<file path="config.mk">
export PLATFORM = sky130hd
export DESIGN_NAME = dsp_mac_accum
export DESIGN_NICKNAME = d
export VERILOG_FILES = /design/src/rtl/dsp_pkg.sv /design/src/rtl/sat_clamp.sv /design/src/rtl/dsp_mac_accum.sv
export SDC_FILE = /design/constraint.sdc
export NUM_CORES = 1
export LEC_CHECK = 0
export CORE_MARGIN = 2
export CORE_UTILIZATION = 39
export DETAILED_ROUTE_END_ITERATION = 8
export MAX_ROUTING_LAYER = met4
export PLACE_DENSITY = 0.64
export SLEW_MARGIN = 5
export SYNTH_ARGS = -nofsm -noshare
export SYNTH_HDL_FRONTEND = slang
export SYNTH_SLANG_ARGS = --single-unit
</file>
<file path="constraint.sdc">
create_clock -name clk -period 4.7 [get_ports clk]
set_input_delay 0.94 -clock clk [delete_from_list [all_inputs] [get_ports clk]]
set_output_delay 0.94 -clock clk [all_outputs]
set_load 0.05 [all_outputs]
</file>
<file path="src/rtl/dsp_pkg.sv">
// rtl/dsp_pkg.sv - shared state encoding, default widths and saturation bounds for the MAC back end
package dsp_pkg;

  // Accumulator control states
  typedef enum logic [1:0] {
    ST_IDLE = 2'd0,
    ST_ACC  = 2'd1,
    ST_DONE = 2'd2
  } state_e;

  localparam int DATA_W_DEF = 32;
  localparam int ACC_W_DEF  = 40;
  localparam int CNT_W_DEF  = 8;

  // Signed bounds for the default widths
  localparam logic [DATA_W_DEF-1:0] DATA_MAX = {1'b0, {(DATA_W_DEF-1){1'b1}}};
  localparam logic [DATA_W_DEF-1:0] DATA_MIN = {1'b1, {(DATA_W_DEF-1){1'b0}}};
  localparam logic [ACC_W_DEF-1:0]  ACC_MAX  = {1'b0, {(ACC_W_DEF-1){1'b1}}};
  localparam logic [ACC_W_DEF-1:0]  ACC_MIN  = {1'b1, {(ACC_W_DEF-1){1'b0}}};

endpackage

</file>
<file path="src/rtl/sat_clamp.sv">
// rtl/sat_clamp.sv - combinational signed clamp from IN_W bits down to OUT_W bits
module sat_clamp #(
  parameter int IN_W  = 41,
  parameter int OUT_W = 40
) (
  input  logic signed [IN_W-1:0]  din,
  output logic signed [OUT_W-1:0] dout,
  output logic                    clamped
);

  // The value fits when every bit from the output sign bit upward is identical
  logic [IN_W-OUT_W:0] upper;
  logic                fits;

  assign upper = din[IN_W-1:OUT_W-1];
  assign fits  = (&upper) | ~(|upper);

  // Pass through when representable, otherwise pin to the bound matching the input sign
  always_comb begin
    clamped = 1'b0;
    dout    = din[OUT_W-1:0];
    if (!fits) begin
      clamped = 1'b1;
      if (din[IN_W-1]) begin
        dout = {1'b1, {(OUT_W-1){1'b0}}};
      end else begin
        dout = {1'b0, {(OUT_W-1){1'b1}}};
      end
    end
  end

endmodule

</file>
<file path="src/rtl/dsp_mac_accum.sv">
// rtl/dsp_mac_accum.sv - saturating multiply-accumulate back end with product/result handshakes
module dsp_mac_accum
  import dsp_pkg::*;
#(
  parameter int DATA_W = DATA_W_DEF,
  parameter int ACC_W  = ACC_W_DEF,
  parameter int CNT_W  = CNT_W_DEF
) (
  input  logic                     clk,
  input  logic                     rst_n,
  input  logic                     start,
  input  logic                     clr,
  input  logic [CNT_W-1:0]         len,
  input  logic                     prod_valid,
  output logic                     prod_ready,
  input  logic signed [DATA_W-1:0] prod,
  output logic                     res_valid,
  input  logic                     res_ready,
  output logic signed [DATA_W-1:0] res,
  output logic                     sat,
  output logic                     busy
);

  state_e                    state_q, state_d;
  logic signed [ACC_W-1:0]   acc_q, acc_d;
  logic [CNT_W-1:0]          cnt_q, cnt_d;
  logic [CNT_W-1:0]          len_q, len_d;
  logic                      ovf_q, ovf_d;
  logic signed [DATA_W-1:0]  res_q, res_d;
  logic                      sat_q, sat_d;

  logic signed [ACC_W:0]     sum_w;
  logic signed [ACC_W-1:0]   sum_sat;
  logic                      sum_clamped;
  logic signed [DATA_W-1:0]  res_clamp;
  logic                      res_clamped;

  // One guard bit above the accumulator so the add itself can never wrap
  assign sum_w = {acc_q[ACC_W-1], acc_q} + {{(ACC_W+1-DATA_W){prod[DATA_W-1]}}, prod};

  sat_clamp #(
    .IN_W (ACC_W+1),
    .OUT_W(ACC_W)
  ) u_acc_clamp (
    .din    (sum_w),
    .dout   (sum_sat),
    .clamped(sum_clamped)
  );

  // Clamp the next accumulator value so the result is ready in the cycle DONE is entered
  sat_clamp #(
    .IN_W (ACC_W),
    .OUT_W(DATA_W)
  ) u_res_clamp (
    .din    (acc_d),
    .dout   (res_clamp),
    .clamped(res_clamped)
  );

  assign prod_ready = (state_q == ST_ACC);
  assign res_valid  = (state_q == ST_DONE);
  assign busy       = (state_q != ST_IDLE);
  assign res        = res_q;
  assign sat        = sat_q;

  // Next-state, accumulator and sample counter; clr overrides everything
  always_comb begin
    state_d = state_q;
    acc_d   = acc_q;
    cnt_d   = cnt_q;
    len_d   = len_q;
    ovf_d   = ovf_q;
    if (clr) begin
      state_d = ST_IDLE;
      acc_d   = '0;
      cnt_d   = '0;
      ovf_d   = 1'b0;
    end else begin
      case (state_q)
        ST_IDLE: begin
          if (start) begin
            acc_d = '0;
            cnt_d = '0;
            ovf_d = 1'b0;
            if (len != '0) begin
              len_d   = len;
              state_d = ST_ACC;
            end else begin
              state_d = ST_DONE;
            end
          end
        end
        ST_ACC: begin
          if (prod_valid) begin
            acc_d = sum_sat;
            ovf_d = ovf_q | sum_clamped;
            cnt_d = cnt_q + 1'b1;
            if (cnt_q == len_q - 1'b1) begin
              state_d = ST_DONE;
            end
          end
        end
        ST_DONE: begin
          if (res_ready) begin
            state_d = ST_IDLE;
          end
        end
        default: state_d = ST_IDLE;
      endcase
    end
  end

  // Capture result and saturation flag only on entry to DONE so they hold through the handshake
  always_comb begin
    res_d = res_q;
    sat_d = sat_q;
    if ((state_d == ST_DONE) && (state_q != ST_DONE)) begin
      res_d = res_clamp;
      sat_d = ovf_d | res_clamped;
    end
  end

  // State and datapath registers
  always_ff @(posedge clk or negedge rst_n) begin
    if (!rst_n) begin
      state_q <= ST_IDLE;
      acc_q   <= '0;
      cnt_q   <= '0;
      len_q   <= '0;
      ovf_q   <= 1'b0;
      res_q   <= '0;
      sat_q   <= 1'b0;
    end else begin
      state_q <= state_d;
      acc_q   <= acc_d;
      cnt_q   <= cnt_d;
      len_q   <= len_d;
      ovf_q   <= ovf_d;
      res_q   <= res_d;
      sat_q   <= sat_d;
    end
  end

endmodule

</file>
==> results of run 1 <==
[routing by layer]
metal  vias to the layer above  GRT usage [%]  share of wire (%)
met5                         -              -                  0
met4                         0           5.68                1.3
met3                        20           2.60                4.8
met2                       188           32.5                 44
met1                      3275           34.2                 50
li1                       3418              -                  -
[flip-flops by register name, indices dropped and copies added, names as in the netlist]
| name | flops |
|---|---|
| acc_q | 40 |
| state_q | 2 |
| sat | 1 |
| cnt_q | 8 |
| len_q | 8 |
| res | 32 |
| ovf_q | 1 |
[timing repair]
item | 4_1_cts | 5_1_grt
setup endpoints to repair | 0 | 32
buffers inserted | 0 | 9
gates resized for setup | 0 | 44
[final cells by class]
type                            count  share of cell area [%]
Multi-Input combinational cell    669                    49.6
Sequential cell                    92                    23.9
Timing Repair Buffer              219                    19.9
Tap cell                          229                    2.98
Clock buffer                       12                    2.56
Inverter                           16                   0.625
Clock inverter                      4                   0.338
[cells by family after synthesis]
group / count (synthesis)
compound gates: 315
buf+inv: 65
xor+xnor: 48
fa+ha+maj: 43
mux: 11
flops: 92
simple gates: 252
[worst min-delay path by stage]
stage / from / cells past startpoint / to
after floorplan: ovf_q / 2 / ovf_q
after global placement: ovf_q / 2 / ovf_q
after detailed placement: ovf_q / 2 / ovf_q
after CTS: ovf_q / 2 / ovf_q
after global routing: len_q[7] / 1 / len_q[7]
final: ovf_q / 2 / ovf_q
[power groups by stage]
| stage | registers, mW | clock network (mW) | logic [mW] |
|---|---|---|---|
| 2_1_floorplan | 1.50 | 0 | 0.578 |
| 3_3_place_gp | 1.10 | 0 | 1.53 |
| 3_5_place_dp | 1.10 | 0 | 1.55 |
| 4_1_cts | 1.09 | 0.703 | 1.55 |
| 5_1_grt | 1.11 | 0.744 | 1.68 |
| 6_report | 1.09 | 0.693 | 1.58 |
[worst max-delay path, cell delays in order]
cell	delay [ps]
clkdlybuf4s50_1	500
ha_1	350
a211oi_1	330
o211ai_2	180
nand3_1	230
a211oi_4	120
buf_4	160
o211ai_2	230
a211oi_4	80
buf_4	160
nand2b_1	160
o221a_4	260
or2_1	240
o41ai_4	420
buf_6	190
buf_8	150
o22ai_2	90
[per-stage QoR]
stage / cell area [um2] / TNS [ps] / hold WS [ps] / power (mW) / std cells
finish: 9610 / 0 / 519 / 3.36 / 1241
global route: 9610 / -326 / 571 / 3.54 / 1241
CTS: 9290 / 0 / 527 / 3.34 / 1228
detailed placement: 9010 / -7170 / 507 / 2.64 / 1212
global placement: 9010 / -6410 / 494 / 2.63 / 1212
floorplan: 7210 / 0 / 472 / 2.08 / 826
[cell usage after synthesis (6+ instances only)]
| cell | n |
|---|---|
| a21oi_1 | 83 |
| o22ai_2 | 30 |
| xnor2_1 | 27 |
| xor2_1 | 21 |
| dfrtp_1 | 92 |
| ha_1 | 42 |
| nand3_1 | 25 |
| nand2_1 | 78 |
| nor2_1 | 74 |
| mux2_2 | 10 |
| buf_2 | 12 |
| o21bai_1 | 6 |
| a211oi_1 | 10 |
| o211ai_1 | 18 |
| o21ai_0 | 82 |
| a21o_1 | 14 |
| nor3_1 | 10 |
| nand4_1 | 13 |
| nor2b_1 | 7 |
| nand2b_1 | 6 |
| o21ai_1 | 8 |
| inv_1 | 16 |
| clkbuf_1 | 24 |
| buf_6 | 8 |
==> summary.txt, run 1 <==
Run status
  – Status: finished clean

Setup path
  – R2R cell count: 18
  – Reg2Reg Capture Point: res[2]
  – Critical Path Sink: res[2]
  – Worst endpoint required time: a little under 5000 ps
  – Critical R2R Launch: acc_q[22]
  – Critical Path Source Type: input port
  – Worst Setup SP: prod[1]
  – Arr. time, crit path: slightly below 5000 ps
  – CP max FO: 8
  – CP Class: input port to flip-flop
  – R2r setup slk: 740 ps
  – Nature of the critical path endpoint: flip-flop

Die
  – Die Span Y: ~140 um
  – Ports: between 80 and 90
  – Row cnt: a little under 50
  – DIE AREA: 19600 um2
  – Starting Density: 40.0%
  – Die width: 140 um
  – Core area: about 18000 um2

Detailed routing
  – Routed Antenna Nets: 0
  – First-pass DRT Iterations: 6
  – Total Wirelength: 22.2 mm
  – Via count: 6901
  – # DRC: 0
  – Per-cell routed wire length: 17.9 um
  – Initial DRC count: about 550
  – Via/cell ratio: roughly 5.6

Synthesis
  – Mapped Nets: just over 900
  – Sequential fraction of the synthesis area: a little under a third
  – Synth Register Bits: just over 90
  – Mean post-synth cell area: about 8.7 um2
  – Post-synth top area share: 31.9%
  – Mapped cell area: about 7200 um2
  – Post-synth ARST share: 100%
  – Yosys cell types: 80
  – Proportion of synthesized area in mux cells: under 10%
  – Synth area leaders: dfrtp_1, ha_1, a21oi_1
  – XOR/XNOR Fraction of Synth Area: 5.83%
  – Synth Area in Adders: 7.57%
  – Area leader, netlist: dfrtp_1
  – Main combinational cell family by area after synthesis: compound AO/OA/AOI/OAI gates
  – Yosys warning count: 0
  – Top FF cell, synth: dfrtp_1
  – Simple-gate share of the synthesized area: roughly 17%
  – Post-Synthesis Cells: about 830
  – Post-synth EDFFs: 0
  – Post-synthesis compound-gate area fraction: a little under a third

STA
  – Hold Fails Final Rpt: 0
  – Worst Tran Pin Value: 802 ps
  – Skew final: roughly 11 ps
  – Tcrit/Tclk final: about 100%
  – Final setup viols: 0
  – Final setup margin: just under 100 ps
  – Max-slew headroom: between 40% and 50%
  – Slew Limit Fails: 0
  – Tmin final: between 4000 and 5000 ps
  – Highest Clock Rate: 217 MHz

GRT
  – Largest net degree at the start of global routing: 65
  – Total global-route track usage: a little under a quarter
  – Vias in the first global route: roughly 6700
  – Antenna violations before repair: 0
  – First-pass GRT wire length: 35.0 mm
  – Remaining Overflow, GRT: 0

Finish
  – Fin nets: about 1100
  – Leading cell types in the layout, fill and taps excluded: buf_4, dfrtp_1, o21ai_0
  – Post-layout util: a little over half
  – Footprint of the multi-input gates: about 4800 um2
  – Fill cells: 1717
  – Most common cell after layout, fill and taps aside: buf_4
  – Ant. Diodes: 0
  – Area Overhead vs Synth: 33.3%
  – Layout cells sized above 1: between 20% and 30%
  – Register area: approximately 2300 um2

Clocking
  – Worst-path clk slew: about 70 ps
  – Max Buffers Root-to-Sink: 2
  – Clock latency on the worst-skew pair: ~340 ps
  – Hold buffer count at CTS: 0
  – Htree depth: 3
  – Clock root cell: clkbuf_16
  – CTS Sinks: between 90 and 100
  – TritonCTS buffer count: 9
  – CTS tree: built

Placed design
  – Gpl congestion: between 0.9 and 1
  – Setup WS pre-CTS: -253 ps
  – Port bufs: 81
  – HPWL Detailed: 16.5 mm

Pwr
  – Switch Pwr: about 1.4 mW
  – Clock share of power: between 20% and 30%
  – Reg power frac: between 30% and 40%
  – Switching power share of the total: 41.5%
  – Combinational Power Share: about 47%
  – Pwr per Cell Area: between 300 and 400 nW/um2
  – Peak supply drop: 328 uV
  – Internal Pwr Total: around 2 mW
  – Pleak: about 4.2 nW

Flow run
  – MaxCap Viol Count: 0

Min path
  – Worst min path class: flip-flop to flip-flop
Note: power is estimated with default switching activity, not from simulation.
==> run 2, diff against run 1 <==
==> constraint.sdc (replaced) <==
create_clock -name clk -period 4.88 [get_ports clk]
set_input_delay 0.976 -clock clk [delete_from_list [all_inputs] [get_ports clk]]
set_output_delay 0.976 -clock clk [all_outputs]
set_load 0.05 [all_outputs]
==> run 2 against run 1 <==
First-iteration DRC count up 11%. Worst setup slack better by 78 ps. Count of clock-buffer cells in the layout down 1. Sequential power down 4%. Routed wire length down 2.1%. Largest cell class unchanged.
==> summary.txt, run 2 (synthesized netlist as in run 1, its figures left out) <==
STA
  – Max-slew headroom: 39.8% (-6.7 points)
  – Final setup viols: 0 (unchanged)
  – Hold Fails Final Rpt: 0 (unchanged)
  – Final setup margin: 175 ps (+78.2 ps)
  – Hold_ws: 512 ps (-6.43 ps)
  – Highest Clock Rate: approximately 210 MHz
  – Skew final: 6.11 ps (-4.62 ps)
  – Tmin final: between 4000 and 5000 ps
  – Tcrit/Tclk final: a little over nine tenths
  – Worst Tran Pin Value: 903 ps (+101 ps)
  – Slew Limit Fails: 0 (unchanged)

Detailed routing
  – First-pass DRT Iterations: 5 (-1)
  – Total Wirelength: 21.7 mm (-2.1%)
  – Via/cell ratio: 5.61 (+0.84%)
  – # DRC: 0 (unchanged)
  – Initial DRC count: 605 (+11%)
  – Per-cell routed wire length: 18.0 um (+0.83%)
  – Routed Antenna Nets: 0 (unchanged)
  – Via count: 6757 (-2.1%)

Finish
  – Fin nets: 1060 (-3.3%)
  – Area Overhead vs Synth: 26.9%
  – Layout Cells excl Fill: 1205 (-2.9%)
  – Layout cells sized above 1: 20.8% (-4.6 points)
  – Max reg flops: 40 (unchanged)
  – Largest Register: acc_q
  – Ant. Diodes: 0 (unchanged)
  – Leading cell types in the layout, fill and taps excluded: buf_4, dfrtp_1, a21oi_1, o21ai_0, clkdlybuf4s50_1
  – Most common cell after layout, fill and taps aside: buf_4

Clocking
  – Hold buffer count at CTS: 0 (unchanged)
  – CTS Sinks: 92 (unchanged)
  – TritonCTS buffer count: 9 (unchanged)
  – Htree depth: 3 (unchanged)
  – Worst-path clk slew: 60 ps (about the same)
  – Max Buffers Root-to-Sink: 2 (unchanged)
  – Clock root cell: clkbuf_16
  – CTS tree: built
  – Clock latency on the worst-skew pair: 340 ps (about the same)

GRT
  – First-pass GRT wire length: 34.5 mm (-1.5%)
  – Vias in the first global route: 6449 (-3.5%)
  – Antenna violations before repair: 1 (+1)
  – Remaining Overflow, GRT: 0 (unchanged)
  – Total global-route track usage: 22.4% (-0.27 points)
  – Largest net degree at the start of global routing: 69 (+6.2%)

Setup path
  – Critical Path Source Type: input port
  – Nature of the critical path endpoint: flip-flop
  – CP max FO: 8 (unchanged)
  – Worst endpoint required time: 5090 ps (+180 ps)
  – Arr. time, crit path: 4920 ps (+110 ps)
  – CP Class: input port to flip-flop

Flow run
  – MaxCap Viol Count: 0 (unchanged)

Placed design
  – Gpl congestion: 0.967 (+0.18%)
  – Port bufs: 81 (unchanged)
  – Setup WS pre-CTS: -147 ps (+106 ps)
  – HPWL Detailed: 16.4 mm (-0.45%)
  – Placed Cells: 1185 (-2.2%)

Pwr
  – Peak supply drop: 346 uV (+5.5%)
  – Pwr per Cell Area: 348 nW/um2 (-0.61%)
  – Pleak: 4.01 nW (-4.6%)

Die
  – Die Span Y: 140 um (unchanged)
  – Ports: 82 (unchanged)
  – Row cnt: 49 (unchanged)
  – DIE AREA: 19600 um2 (unchanged)
  – Starting Density: 40.0% (unchanged)
  – Die width: 140 um (unchanged)
  – Core area: 18000 um2 (unchanged)

Min path
  – Worst min path class: flip-flop to flip-flop

Run status
  – Status: finished clean
run 2: power breakdown:
group | switching [mW] | internal, mW | total (mW)
sequential | 0.138 | 0.912 | 1.05
combinational | 0.888 | 0.584 | 1.47
clock | 0.298 | 0.362 | 0.660
total | 1.32 | 1.86 | 3.18
run 2: path summary, 6_finish.rpt:
check / startpoint / end / slack [ps] / depth (start not counted)
max reg2reg: acc_q[22] / res[23] / 900 / 15
min reg2reg: ovf_q / ovf_q / 510 / 2
max: prod[0] / res[23] / 170 / 18
max in group asynchronous: rst_n / acc_q[39] / 3220 / 2
min in group asynchronous: rst_n / res[12] / 770 / 1
min: ovf_q / ovf_q / 510 / 2
run 2: critical path: stages:
cell	delay, ps
clkdlybuf4s50_1	460
ha_2	240
fa_1	400
a211oi_2	220
o211ai_1	150
a21oi_2	260
nor4b_4	90
o211ai_2	280
buf_4	180
a31oi_4	120
buf_4	200
nand3_1	100
o21ai_1	100
or2_1	290
o41ai_4	340
buf_4	200
buf_4	220
o22ai_2	110
run 2: layout make-up:
type / count / area [um2]
Clock buffer: 11 / 243
Inverter: 16 / 60.1
Multi-Input combinational cell: 669 / 4610
Sequential cell: 92 / 2300
Tap cell: 229 / 287
Fill cell: 1731 / 8870
Clock inverter: 5 / 36.3
Timing Repair Buffer: 183 / 1610
run 2: per-layer routing:
layer  global-route usage, %  vias to the layer above  part of all wire (%)
met5                       -                        -                     0
met4                    5.84                        0                   1.5
met3                    3.15                       20                   3.8
met2                    31.3                      155                    43
met1                    34.0                     3234                    51
li1                        -                     3348                     -
run 2: metrics by stage:
step / total power, mW / cell area [um2] / setup TNS, ps / utilization (%)
floorplan: 2.00 / 7210 / 0 / -
global placement: 2.51 / 8810 / -1210 / 48.9
detailed placement: 2.52 / 8810 / -3770 / 48.9
CTS: 3.20 / 9090 / 0 / 50.4
global route: 3.35 / 9150 / -64.4 / 50.8
finish: 3.18 / 9150 / 0 / 50.8
run 2: repair_timing:
| item | in CTS | in global routing |
|---|---|---|
| resized for setup | 0 | 7 |
| setup endpoints to repair | 0 | 8 |
| endpoints found under the hold margin | 0 | 0 |
| setup buffers | 0 | 2 |
